[src/rtl/usrt_tx.sv]
// usrt_tx: USRT serial transmitter, start bit, 8 data bits LSB first, optional parity, stop bit(s).
module usrt_tx #(
    parameter bit PARITY_ODD = 1'b0,
    parameter int STOP_BITS  = 1
) (
    input  logic        i_Pclk,
    input  logic        i_Presetn,
    input  logic [7:0]  i_Data,
    input  logic        i_Valid,
    output logic        o_Ready,
    input  logic        i_Parity,
    input  logic [13:0] i_Baud,
    output logic        o_Tx,
    output logic        o_Busy,
    output logic        o_Done
);
    typedef enum logic [2:0] {IDLE, START, DATA, PARITY, STOP} state_t;
    state_t      r_state, w_state_nxt;
    logic [7:0]  r_shift, w_shift_nxt;
    logic [13:0] r_period, r_bit_cnt;
    logic [14:0] r_stop_cnt, w_stop_last;
    logic [2:0]  r_bit_idx;
    logic        r_par_en, r_par_bit, r_tx, r_done;
    logic        w_accept, w_bit_end, w_stop_end, w_tx_nxt;
    assign o_Ready     = r_state == IDLE;
    assign o_Busy      = r_state != IDLE;
    assign o_Tx        = r_tx;
    assign o_Done      = r_done;
    assign w_accept    = i_Valid && o_Ready;
    assign w_bit_end   = r_bit_cnt == r_period - 14'd1;
    assign w_stop_last = (STOP_BITS == 2 ? {r_period, 1'b0} : {1'b0, r_period}) - 15'd1;
    assign w_stop_end  = r_stop_cnt == w_stop_last;
    assign w_shift_nxt = w_accept ? i_Data : (r_state == DATA && w_bit_end) ? r_shift >> 1 : r_shift;
    always_comb begin
        w_state_nxt = r_state;
        case (r_state)
            IDLE:    if (i_Valid) w_state_nxt = START;
            START:   if (w_bit_end) w_state_nxt = DATA;
            DATA:    if (w_bit_end && r_bit_idx == 3'd7) w_state_nxt = r_par_en ? PARITY : STOP;
            PARITY:  if (w_bit_end) w_state_nxt = STOP;
            STOP:    if (w_stop_end) w_state_nxt = IDLE;
            default: w_state_nxt = IDLE;
        endcase
        // o_Tx is registered, so it is driven from the state being entered
        w_tx_nxt = w_state_nxt == START  ? 1'b0 :
                   w_state_nxt == DATA   ? w_shift_nxt[0] :
                   w_state_nxt == PARITY ? r_par_bit : 1'b1;
    end
    always_ff @(posedge i_Pclk or negedge i_Presetn)
        if (!i_Presetn) r_state <= IDLE;
        else            r_state <= w_state_nxt;
    always_ff @(posedge i_Pclk or negedge i_Presetn)
        if (!i_Presetn) begin
            r_shift    <= '0;
            r_period   <= '0;
            r_bit_cnt  <= '0;
            r_stop_cnt <= '0;
            r_bit_idx  <= '0;
            r_par_en   <= 1'b0;
            r_par_bit  <= 1'b0;
            r_tx       <= 1'b1;
            r_done     <= 1'b0;
        end else begin
            r_shift <= w_shift_nxt;
            r_tx    <= w_tx_nxt;
            r_done  <= r_state == STOP && w_stop_end;
            if (w_accept) begin
                r_par_en   <= i_Parity;
                r_par_bit  <= ^i_Data ^ PARITY_ODD;
                r_period   <= i_Baud == 14'd0 ? 14'd1 : i_Baud;
                r_bit_cnt  <= '0;
                r_bit_idx  <= '0;
                r_stop_cnt <= '0;
            end else if (r_state == STOP) begin
                r_stop_cnt <= w_stop_end ? '0 : r_stop_cnt + 15'd1;
            end else if (r_state != IDLE) begin
                r_bit_cnt <= w_bit_end ? '0 : r_bit_cnt + 14'd1;
                if (r_state == DATA && w_bit_end) r_bit_idx <= r_bit_idx + 3'd1;
            end
        end
endmodule

[config.mk]
export PLATFORM = sky130hd
export DESIGN_NAME = usrt_tx
export DESIGN_NICKNAME = d
export VERILOG_FILES = /design/src/rtl/usrt_tx.sv
export SDC_FILE = /design/constraint.sdc
export NUM_CORES = 1
export LEC_CHECK = 0
export ABC_AREA = 1
export CAP_MARGIN = 20
export CELL_PAD_IN_SITES_DETAIL_PLACEMENT = 1
export CELL_PAD_IN_SITES_GLOBAL_PLACEMENT = 2
export CORE_ASPECT_RATIO = 0.75
export CORE_MARGIN = 4
export CORE_UTILIZATION = 38
export CTS_BUF_LIST = sky130_fd_sc_hd__clkbuf_4 sky130_fd_sc_hd__clkbuf_8
export DETAILED_ROUTE_END_ITERATION = 6
export PLACE_DENSITY = 0.86
export SLEW_MARGIN = 10
export SYNTH_ARGS = -nofsm -noshare
export SYNTH_HDL_FRONTEND = slang
export SYNTH_SLANG_ARGS = --single-unit
[constraint.sdc]
create_clock -name i_Pclk -period 4 [get_ports i_Pclk]
set_input_delay 0.4 -clock i_Pclk [delete_from_list [all_inputs] [get_ports i_Pclk]]
set_output_delay 0.4 -clock i_Pclk [all_outputs]
set_load 0.005 [all_outputs]
==> qor.yml <==
nNetsFinal: 591
power_density_nw_per_um2: 260
tritoncts: "yes"
ff2ff_path_depth: 15
cellLeakagePower_nw: 2.20
synth_top_area_cell: "dfrtp_1"
syn_to_final_growth_pct: 16.4
cp_slowest_cell: "dfrtp_1"
syn_area_um2: 3920
final_hold_viol_count: 0
grt_max_degree: 44
gp_congestion: 0.831
cts_setup_buffers: 0
cts.sinks: 61
vdd.ir_drop.worst_uv: 161
synthDistinctLibCells: 33
postCtsResizedCells: 0
crit_type: "flip-flop to flip-flop"
worstPathRequired_ns: 4.24
fp.dieArea_um2: 12000
clk_transition_reported_paths_ns: 0.08
critPathArrivalTime_ns: 2.93
tns_ns: 0
layout_min_cycle_time_ns: 2.69
max_slew.worst_pin.slew_ns: 0.903
postRouteAntennaNets: 0
power_mw: 1.19
cts_buffers: 9
rows: 31
relSlewSlack: 0.393
drt_iter0_markers: 192
synth-async-reset-ratio: 1.00
drt_wl_total_um: 11300
synth_most_common_cell: "nand2_1"
ctsHoldBuffers: 0
fp.dieW_um: 125
cts_buffer_depth: 2
worstSkewPairLatency_ns: 0.36
dr_total_vias: 3552
synth_area_leaders: "dfrtp_1, nand2_1, nand3_1, xor2_1, inv_1"
crit_family: "simple AND/OR/NAND/NOR gates"
dr.pass1.iters: 4
drc_errors: 0
port_buffers: 29
max_stage_delay_ns: 0.42
grtUsageTotal: 0.203
fp.dieH_um: 96.0
synth_cells: 524
rsz0062_at_grt: "no"
diodes: 0
synth.avg_cell_area_um2: 7.48
ys_seq_elements: 61
max_cap_viol_count: 0
cp.depth: 15
max_freq_mhz: 372
routedWlPerCell_um: 16.2
setup_viol: 0
hpwl_um: 8930
cp_common_cell: "nand2_1"
synth_top_flop_cell: "dfrtp_1"
endpoint_kind: "flip-flop"
worst_setup_path_start_kind: "flip-flop"
holdCritPathClass: "input port to async pin"
drive_gt1_frac: 0.119
syn_nets: 555
grt_overflow_total: 0
yosys_warnings: 0
worstPathCellList: "inv_2 > ha_1 > nand2_1 > nor2_2 > nand2_1 > nand2_1 > nand2_1 > xor2_1 > o211ai_1 > nor2_1 > nand3_1 > nand2_2 > nand2_1 > nor2_1 > inv_1"
ys_top_cells_by_count: "nand2_1, inv_1, dfrtp_1"
synth-edff-count: 0
htree_levels: 3
cp_num_buf_inv: 2
period_share: 0.672
grt_pass1_vias: 3660
cts_root_buf: "clkbuf_8"
antenna_found_initial: 0
cp_max_fo: 15
viasPerCell: 5.10
core_um2: 9850
grt_pass1_wl_um: 19100
start_util: 0.398
yosysSeqAreaShare: 0.390
maxSlewViolCount: 0
finClkSkew_ns: 0.0167
synth_top_area_frac: 0.383
status: "finished, final reports clean"
ios: 30
[per-layer routing]
metal  part of all wire  routed length [um]  GRT usage
met5                  0                   0          0
met1               0.53                6030      0.300
met4              0.016                 182     0.0641
met2               0.42                4690      0.297
met3              0.033                 375     0.0438
[power breakdown]
part           internal, mW  switching (mW)  leakage [nW]  total [mW]
registers             0.617               0         0.693       0.617
logic                0.0320          0.0271          1.40      0.0591
clock network         0.260           0.251        0.0974       0.510
total                 0.908           0.278          2.20        1.19
[sequential cells by signal, summed over array words and instances (netlist names)]
register and flops:
r_stop_cnt 15, r_par_bit 1, r_shift 8, r_par_en 1, r_period 14, r_bit_idx 3
r_state 3, o_Tx 1, o_Done 1, r_bit_cnt 14
[logic make-up (layout without fill, tap and decap cells)]
logic type,count (synthesis),count (layout),synth area share
XOR/XNOR,36,36,0.0804
AO/OA/AOI/OAI,70,70,0.106
buffers and inverters,81,122,0.0785
adder cells (fa/ha/maj),5,5,0.0160
AND/OR/NAND/NOR,271,271,0.330
flip-flops,61,61,0.390
[worst paths after layout]
path	start	to	slack, ns
setup / recovery	r_period[0]$_DFFE_PN0P_	r_state[2]$_DFF_PN0_	1.31
hold / removal	i_Presetn	r_stop_cnt[13]$_DFFE_PN0P_	0.01
min in group i_Pclk	r_bit_idx[1]$_DFFE_PN0P_	r_bit_idx[1]$_DFFE_PN0P_	0.50
setup reg to reg	r_period[0]$_DFFE_PN0P_	r_state[2]$_DFF_PN0_	1.31
max in group asynchronous	i_Presetn	r_shift[2]$_DFFE_PN0N_	3.28
hold reg to reg	r_bit_idx[1]$_DFFE_PN0P_	r_bit_idx[1]$_DFFE_PN0P_	0.50
[metrics by stage]
| step | area (um2) | std cells | hold WS, ns | worst slack (ns) | utilization |
|---|---|---|---|---|---|
| 3_3_place_gp | 4360 | 680 | 0.479 | 1.42 | 0.443 |
| 6_report | 4560 | 697 | 0.0120 | 1.31 | 0.463 |
| 5_1_grt | 4560 | 697 | 0.0386 | 0.944 | 0.463 |
| 3_5_place_dp | 4360 | 680 | 0.483 | 1.34 | 0.443 |
| 2_1_floorplan | 3920 | 524 | 0.104 | 1.88 | - |
| 4_1_cts | 4540 | 696 | 0.237 | 1.32 | 0.460 |
[placed cells by master (no fill, tap or decap), drive strengths merged, types with 7 or more instances in the layout]
cell type / instances
xnor2: 7
nand2: 146
o21ai: 27
nor3: 9
xor2: 29
nor2: 46
a21oi: 9
o22ai: 23
inv: 73
nand3: 57
clkdlybuf4s50: 28
clkbuf: 13
dfrtp: 60
[layout make-up]
class	instances	area, um2
Fill cell	1262	5290
Sequential cell	61	1530
Clock buffer	13	160
Inverter	73	274
Timing Repair Buffer	33	335
Clock inverter	3	15.0
Multi-Input combinational cell	382	2090
Tap cell	132	165
Power figures use the tool's default switching activity.
